[config.mk]
export PLATFORM = sky130hd
export DESIGN_NAME = pwm_bridge_driver
export DESIGN_NICKNAME = d
export VERILOG_FILES = /design/src/rtl/myo_pwm_pkg.sv /design/src/rtl/pwm_bridge_driver.sv
export SDC_FILE = /design/constraint.sdc
export NUM_CORES = 1
export LEC_CHECK = 0
export CAP_MARGIN = 5
export CORE_MARGIN = 4
export CORE_UTILIZATION = 45
export CTS_CLUSTER_DIAMETER = 50
export DETAILED_ROUTE_END_ITERATION = 10
export GPL_ROUTABILITY_DRIVEN = 0
export PLACE_DENSITY = 0.76
export SYNTH_ARGS = -nofsm -noshare
export SYNTH_HDL_FRONTEND = slang
export SYNTH_SLANG_ARGS = --single-unit
[constraint.sdc]
create_clock -name clock -period 5.9 [get_ports clock]
set_input_delay 1.18 -clock clock [delete_from_list [all_inputs] [get_ports clock]]
set_output_delay 1.18 -clock clock [all_outputs]
set_load 0.005 [all_outputs]
[src/rtl/myo_pwm_pkg.sv]
// Shared types and helpers for the motor PWM bridge driver.
package myo_pwm_pkg;

   localparam int unsigned DUTY_W = 17;

   typedef enum logic [1:0] {
      IDLE = 2'd0,
      DEAD = 2'd1,
      FWD  = 2'd2,
      REV  = 2'd3
   } state_t;

   localparam logic DIR_FWD = 1'b0;
   localparam logic DIR_REV = 1'b1;

   // |value| widened to 17 bits (so -32768 maps to 32768), clipped to period.
   function automatic logic [DUTY_W-1:0] abs_sat(input logic signed [15:0] value,
                                                 input logic [DUTY_W-1:0]  period);
      logic [DUTY_W-1:0] mag;
      mag = value[15] ? (~{value[15], value} + DUTY_W'(1)) : {1'b0, value};
      return (mag > period) ? period : mag;
   endfunction

endpackage

[src/rtl/pwm_bridge_driver.sv]
// Sign-magnitude PWM H-bridge driver with dead-time on every entry into a
// driving direction and a per-period tick for aligning controller updates.
module pwm_bridge_driver
   import myo_pwm_pkg::*;
#(
   parameter int unsigned PERIOD   = 2000,
   parameter int unsigned DEADTIME = 20
) (
   input  logic               clock,
   input  logic               reset,
   input  logic               enable,
   input  logic signed [15:0] pwmRef,
   output logic               hi_a,
   output logic               lo_a,
   output logic               hi_b,
   output logic               lo_b,
   output logic               period_tick,
   output logic [16:0]        duty,
   output logic [1:0]         state
);

   localparam int unsigned CNT_W  = $clog2(PERIOD);
   localparam int unsigned DEAD_W = $clog2(DEADTIME + 1);

   logic [CNT_W-1:0]  cnt_q, cnt_n;
   logic [DUTY_W-1:0] duty_q, duty_n;
   logic              dir_q, dir_n;
   state_t            state_q, state_n;
   logic [DEAD_W-1:0] dead_q, dead_n;
   logic              hi_a_n, lo_a_n, hi_b_n, lo_b_n, tick_n;

   logic              latch;
   logic [DUTY_W-1:0] ref_mag;
   logic              ref_dir;
   logic              high_on;

   // Next-state, latch and gate decode; gates are decoded from next-cycle values
   // so the registered outputs line up with the counter they qualify.
   always_comb begin
      latch   = (cnt_q == CNT_W'(PERIOD - 1));
      ref_mag = abs_sat(pwmRef, DUTY_W'(PERIOD));
      ref_dir = (pwmRef == '0) ? dir_q : pwmRef[15];

      cnt_n   = latch ? '0 : cnt_q + CNT_W'(1);
      duty_n  = duty_q;
      dir_n   = dir_q;
      state_n = state_q;
      dead_n  = dead_q;
      hi_a_n  = 1'b0;
      lo_a_n  = 1'b0;
      hi_b_n  = 1'b0;
      lo_b_n  = 1'b0;
      tick_n  = latch;

      if (latch) begin
         duty_n = ref_mag;
         dir_n  = ref_dir;
      end

      case (state_q)
         IDLE: begin
            if (latch && ref_mag != '0) begin
               state_n = DEAD;
               dead_n  = DEAD_W'(DEADTIME - 1);
            end
         end
         DEAD: begin
            // dir_q already holds the direction latched on entry.
            if (dead_q == '0) state_n = (dir_q == DIR_REV) ? REV : FWD;
            else              dead_n  = dead_q - DEAD_W'(1);
         end
         FWD, REV: begin
            if (latch && ref_mag != '0 && ref_dir != dir_q) begin
               state_n = DEAD;
               dead_n  = DEAD_W'(DEADTIME - 1);
            end
         end
         default: state_n = IDLE;
      endcase

      if (!enable) state_n = IDLE;

      high_on = (DUTY_W'(cnt_n) < duty_n);
      case (state_n)
         FWD: begin
            hi_a_n = high_on;
            lo_b_n = 1'b1;
         end
         REV: begin
            hi_b_n = high_on;
            lo_a_n = 1'b1;
         end
         default: ;
      endcase
   end

   always_ff @(posedge clock) begin
      if (!reset) begin
         cnt_q       <= '0;
         duty_q      <= '0;
         dir_q       <= DIR_FWD;
         state_q     <= IDLE;
         dead_q      <= '0;
         hi_a        <= 1'b0;
         lo_a        <= 1'b0;
         hi_b        <= 1'b0;
         lo_b        <= 1'b0;
         period_tick <= 1'b0;
      end else begin
         cnt_q       <= cnt_n;
         duty_q      <= duty_n;
         dir_q       <= dir_n;
         state_q     <= state_n;
         dead_q      <= dead_n;
         hi_a        <= hi_a_n;
         lo_a        <= lo_a_n;
         hi_b        <= hi_b_n;
         lo_b        <= lo_b_n;
         period_tick <= tick_n;
      end
   end

   assign duty  = duty_q;
   assign state = state_q;

   // Shoot-through guards on the registered gate outputs.
   a_leg_a: assert property (@(posedge clock) !(hi_a && lo_a));
   a_leg_b: assert property (@(posedge clock) !(hi_b && lo_b));
   a_highs: assert property (@(posedge clock) !(hi_a && hi_b));

endmodule

==> out/summary.txt, run 1 <==
outcome: finished clean
CP max stage cell: or4_1
GRT Residual Overflow: 0
syn_nets: 347
slack of the critical path: 0.3608 ns
worst hold path type: register to register
die area: 7138 sq um
post-CTS resize count: 0
Via density: 5.880
first-pass GRT wire length: 10.98 mm
final cycle utilization of the critical path: 0.9389
Least-Margin Pin Slew: 0.7367 ns
hold_buf cts: 0
initial antenna violation count: 0
clock latency on the worst-skew pair: 0.30 ns
Fill cells: 536
Sink Count: 41
Post-synth EDFFs: 0
Pwr Density: 169.3 nW/um^2
crit path launch type: input pin
All-Layer GR Usage: 0.1843
fin util: 0.5825
Distinct cells, synth: 64
area grow syn2layout: 23.34%
Die Wd: 84.49 um
CP peak stage delay: 0.64 ns
post-route cell area: 3247 sq um
initial DRC count: 99
total CTS buffers: 5
post-route setup TNS: 0 ns
diode count: 0
WP data arrival: 5.74 ns
Slew headroom: 0.5027
Placed Area: 3161 sq um
nets: 392
Final Max Tran Viols: 0
# IOs: 43
Hold WS: 0.4803 ns
worst path cell trace: clkdlybuf4s50_1 > or4_1 > o41a_1 > o21ai_1 > o211ai_1 > or2_1 > or3_1 > and2_1 > ha_1 > a211oi_1 > o21bai_1 > a2111o_1 > a31oi_1 > nand2_1 > o31a_1 > nor4_1
Yosys Warn Count: 0
vias: 2,540
largest net degree at the start of global routing: 22
RSZ-0062 raised after global routing: false
Pleak: 1.232 nW
Port Buf Inserts: 42
Starting Density: 0.4723
Max Clock Freq: 180.5 MHz
Synth Flop Type: dfxtp_1
Final ANT Viol Nets: 0
sequential cell area fraction in the yosys report: 0.3118
Clock Skew: 0.005255 ns
Crit Path Max Fanout: 6
Row Count: 27
hpwl dp: 4.947 mm
Place WS: 0.09872 ns
asr flop ratio synth: 0
Clock Path Buffers: 2
clock root buffer: clkbuf_8
TritonCTS clock tree: done
synthesized instance count: 314
post-CTS setup repair buffer count: 0
Worst Setup End Kind: register
MaxCap Viol Count: 0
vias in the first global route: 2,337
DRC Markers: 0
flops & latches, synth: 41
Worst VDD drop: 0.1045 mV
Wirelength per Cell: 14.88 um
final setup vio count: 0
WS Path Type: input pin to register
synthesized area per cell: 8.384 sq um
Core Footprint: 5574 sq um
required time of the critical path: 6.10 ns
H-tree levels: 2
drt first pass iters: 4
Final Hold Violating Endpoints: 0
share of post-route cells with drive strength above 1: 0.1000
fin crit period: 5.539 ns
Mapped Area: 2633 sq um
CTS clock-pin slew for the worst setup and hold paths: 0.08 ns
aggregate routed wire length: 6.428 mm
Die Y: 84.49 um
[routing by layer]
metal	track usage	part of all wire	vias up
met5	0	0	-
met4	0.04604	0.012	0
met3	0.03827	0.053	11
met2	0.3025	0.49	66
met1	0.2475	0.45	1199
li1	-	-	1264
[placed cells by master, fill, tap and decap left out, types with 7 or more instances in the layout]
master           synthesis  final
nand3_1                  8      8
nand4_1                  7      7
nor3_1                  12     12
o21ai_0                 15     15
inv_1                   13     13
xor2_1                  11     11
clkdlybuf4s50_1          0     42
and2_1                  12     12
nand2_1                 19     19
ha_1                    14     14
a21oi_1                 11     11
nor4_1                   7      7
buf_4                    1     15
nor2_1                  22     22
and3_1                  11     11
dfxtp_1                 41     41
[final timing paths]
check                                from  endpoint  slack (ns)  depth (start not counted)
worst max-delay path            pwmRef[1]      hi_b        0.36                         16
worst min-delay path              duty[5]   duty[5]        0.48                          2
worst max register to register   cnt_q[0]      hi_b        1.40                         15
worst min register to register    duty[5]   duty[5]        0.48                          2
[kinds of logic (layout without fill, tap and decap cells)]
kind of cell    after synthesis  in the layout  synth area share
simple gates                124            124            0.2595
compound gates               80             80            0.2300
flops                        41             41            0.3118
buf+inv                      33             79           0.05609
xor+xnor                     17             17           0.05656
fa+ha+maj                    14             14           0.06654
mux                           5              5           0.01949
[through the flow]
| stage | total power [mW] | instances |
|---|---|---|
| floorplan | 0.3431 | 314 |
| global placement | 0.3726 | 424 |
| detailed placement | 0.3739 | 424 |
| CTS | 0.5521 | 432 |
| global route | 0.5733 | 432 |
| finish | 0.5498 | 432 |
[worst max-delay path: cells and delay by family]
kind	cells	cell delay [ns]
AO/OA/AOI/OAI	8	1.99
AND/OR/NAND/NOR	6	1.83
buffers and inverters	1	0.47
adder cells (fa/ha/maj)	1	0.29
[state kept, by name, indices dropped and copies added, names as in the netlist]
register	count
duty	17
cnt_q	11
dead_q	5
state	2
dir_q	1
hi_a	1
hi_b	1
lo_a	1
lo_b	1
period_tick	1
[synth_stat cells, types with 4 or more instances]
cell | count | area (sq um)
xor2_1 | 11 | 96.34
o31ai_1 | 4 | 30.03
a211oi_1 | 6 | 45.04
clkbuf_1 | 10 | 37.54
mux2i_1 | 4 | 40.04
xnor2_1 | 6 | 52.55
nor3_1 | 12 | 60.06
nand3_1 | 8 | 40.04
o22ai_1 | 6 | 37.54
inv_1 | 13 | 48.80
nand4_1 | 7 | 43.79
ha_1 | 14 | 175.2
or3_1 | 5 | 31.28
buf_2 | 4 | 20.02
o21ai_0 | 15 | 75.07
nor4_1 | 7 | 43.79
nand2_1 | 19 | 71.32
and2_1 | 12 | 75.07
a31oi_1 | 4 | 25.02
and3_1 | 11 | 68.82
nor2_1 | 22 | 82.58
dfxtp_1 | 41 | 820.8
a21oi_1 | 11 | 55.05
[power breakdown]
part	switching, mW	internal, mW
Sequential	0.00199	0.278
Combinational	0.0462	0.0417
Clock	0.100	0.0816
[final cells by class]
cell class	count	area, sq um	share of cell area
well taps	72	90.09	0.02775
repair buffers	57	533.0	0.1642
flip-flops and latches	41	820.8	0.2528
multi-input cells	240	1664	0.5125
clock inverters	3	17.52	0.005395
clock buffers	5	68.82	0.02119
inverters	14	52.55	0.01618
(Power assumes the default switching activity.)
==> run 2, diff against run 1 <==
--- a/config.mk
+++ b/config.mk
@@ -9,4 +9,5 @@
 export CORE_MARGIN = 4
 export CORE_UTILIZATION = 45
+export CTS_BUF_LIST = sky130_fd_sc_hd__clkbuf_16
 export CTS_CLUSTER_DIAMETER = 50
 export DETAILED_ROUTE_END_ITERATION = 10
==> constraint.sdc (replaced) <==
create_clock -name clock -period 5.9 [get_ports clock]
set_input_delay 1.18 -clock clock [delete_from_list [all_inputs] [get_ports clock]]
set_output_delay 1.18 -clock clock [all_outputs]
set_load 0.02 [all_outputs]
==> run 2 against run 1 <==
Net effect:
- worst setup slack worse by 0.019 ns
- power rose by 15%
- highest routed layer unchanged
- core utilization grew 1.0 points
- via count decreased by 0.24%
==> out/summary.txt, run 2 (synthesized netlist as in run 1, its figures left out) <==
fin crit period: 5.558 ns (+0.01926 ns)
WS Path Type: input pin to register
fin util: 0.5926 (+0.01010)
Via density: 5.866 (-0.24%)
GRT Residual Overflow: 0 (unchanged)
post-CTS resize count: 0 (unchanged)
largest net degree at the start of global routing: 22 (unchanged)
Worst VDD drop: 0.1204 mV (+15%)
total CTS buffers: 5 (unchanged)
Core Footprint: 5574 sq um (unchanged)
H-tree levels: 2 (unchanged)
Port Buf Inserts: 42 (unchanged)
Clock Skew: 0.003050 ns (-0.002205 ns)
Slew headroom: 0.4984 (-0.004207)
clock latency on the worst-skew pair: 0.28 ns (-0.02 ns)
Pleak: 1.258 nW (+2.1%)
DRC Markers: 0 (unchanged)
outcome: finished clean
diode count: 0 (unchanged)
CP endpoint: hi_b
most frequent cells in the layout: 42 x clkdlybuf4s50_1, 41 x dfxtp_1, 22 x nor2_1
required time of the critical path: 6.09 ns (about the same)
initial antenna violation count: 0 (unchanged)
post-CTS setup repair buffer count: 0 (unchanged)
Starting Density: 0.4723 (unchanged)
drt first pass iters: 4 (unchanged)
Final Hold Violating Endpoints: 0 (unchanged)
die area: 7138 sq um (unchanged)
max reg flops: 17 (unchanged)
nets: 392 (unchanged)
hpwl dp: 4.947 mm (unchanged)
clock root buffer: clkbuf_16
initial DRC count: 114 (+15%)
WP data arrival: 5.75 ns (about the same)
first-pass GRT wire length: 10.99 mm (about the same)
Die Wd: 84.49 um (unchanged)
RR Endpoint: hi_b
Max Clock Freq: 179.9 MHz (-0.35%)
Sink Count: 41 (unchanged)
MaxCap Viol Count: 0 (unchanged)
area grow syn2layout: 25.48%
Clock Path Buffers: 2 (unchanged)
vias in the first global route: 2,338 (+0.043%)
Pwr Density: 191.3 nW/um^2 (+13%)
vias: 2,534 (-0.24%)
All-Layer GR Usage: 0.1843 (about the same)
Die Y: 84.49 um (unchanged)
CTS clock-pin slew for the worst setup and hold paths: 0.06 ns (-0.02 ns)
Crit Path Max Fanout: 6 (unchanged)
share of post-route cells with drive strength above 1: 0.1000 (unchanged)
post-route setup TNS: 0 ns (unchanged)
R2R depth: 15 (unchanged)
reg2reg start: cnt_q[0]
final setup vio count: 0 (unchanged)
# IOs: 43 (unchanged)
hold_buf cts: 0 (unchanged)
Final ANT Viol Nets: 0 (unchanged)
Worst Setup SP: pwmRef[1]
worst hold path type: register to register
Wirelength per Cell: 14.99 um (+0.75%)
Final Max Tran Viols: 0 (unchanged)
crit path launch type: input pin
R2R setup slack: 1.38 ns (-0.02 ns)
TritonCTS clock tree: done
final cycle utilization of the critical path: 0.9421 (+0.003264)
Row Count: 27 (unchanged)
commonest non-fill, non-tap cell in the layout: clkdlybuf4s50_1
Worst Setup End Kind: register
RSZ-0062 raised after global routing: false
aggregate routed wire length: 6.476 mm (+0.75%)
Least-Margin Pin Slew: 0.7429 ns (+0.006232 ns)
## run 2: cell counts in the layout (fill, tap and decap cells not counted)
Identical to the previous run, type by type.
## run 2: metal layers
metal / vias to the layer above / part of all wire / GRT usage
met5: - / 0 / 0
met4: 0 / 0.014 / 0.05036
met3: 10 / 0.054 / 0.03533
met2: 63 / 0.49 / 0.3053
met1: 1192 / 0.44 / 0.2449
li1: 1269 / - / -
## run 2: how the worst min path moves through the flow
| stage | from | end | cells after the start |
|---|---|---|---|
| final | duty[3] | duty[3] | 2 |
| after floorplan | cnt_q[0] | cnt_q[0] | 1 |
| after detailed placement | duty[3] | duty[3] | 2 |
| after CTS | duty[3] | duty[3] | 2 |
| after global placement | duty[3] | duty[3] | 2 |
| after global routing | duty[3] | duty[3] | 2 |
## run 2: where the power goes
group | total, mW | internal (mW) | switching, mW
logic | 0.0882 | 0.0417 | 0.0465
registers | 0.281 | 0.279 | 0.00202
clock network | 0.263 | 0.155 | 0.108
## run 2: layout make-up
cell class	instances	area, sq um
Timing Repair Buffer	57	533.0
Tap cell	72	90.09
Inverter	14	52.55
Fill cell	527	2271
Clock inverter	3	17.52
Clock buffer	5	125.1
Multi-Input combinational cell	240	1664
Sequential cell	41	820.8
## run 2: worst max-delay path, stage by stage
cell	delay (ns)
clkdlybuf4s50_1	0.47
or4_1	0.64
o41a_1	0.44
o21ai_1	0.13
o211ai_1	0.17
or2_1	0.31
or3_1	0.39
and2_1	0.17
ha_1	0.29
a211oi_1	0.25
o21bai_1	0.10
a2111o_1	0.41
a31oi_1	0.23
nand2_1	0.08
o31a_1	0.25
nor4_1	0.23
## run 2: through the flow
stage / hold WS [ns] / setup slack (ns) / cell area (sq um) / power [mW] / cells
after CTS: 0.4780 / 0.3793 / 3303 / 0.6360 / 432
after detailed placement: 0.4687 / 0.09872 / 3161 / 0.3739 / 424
after global placement: 0.4696 / 0.2349 / 3161 / 0.3726 / 424
after global routing: 0.4898 / 0.004077 / 3303 / 0.6534 / 432
final: 0.4749 / 0.3415 / 3303 / 0.6319 / 432
after floorplan: 0.4888 / 0.8179 / 2633 / 0.3431 / 314
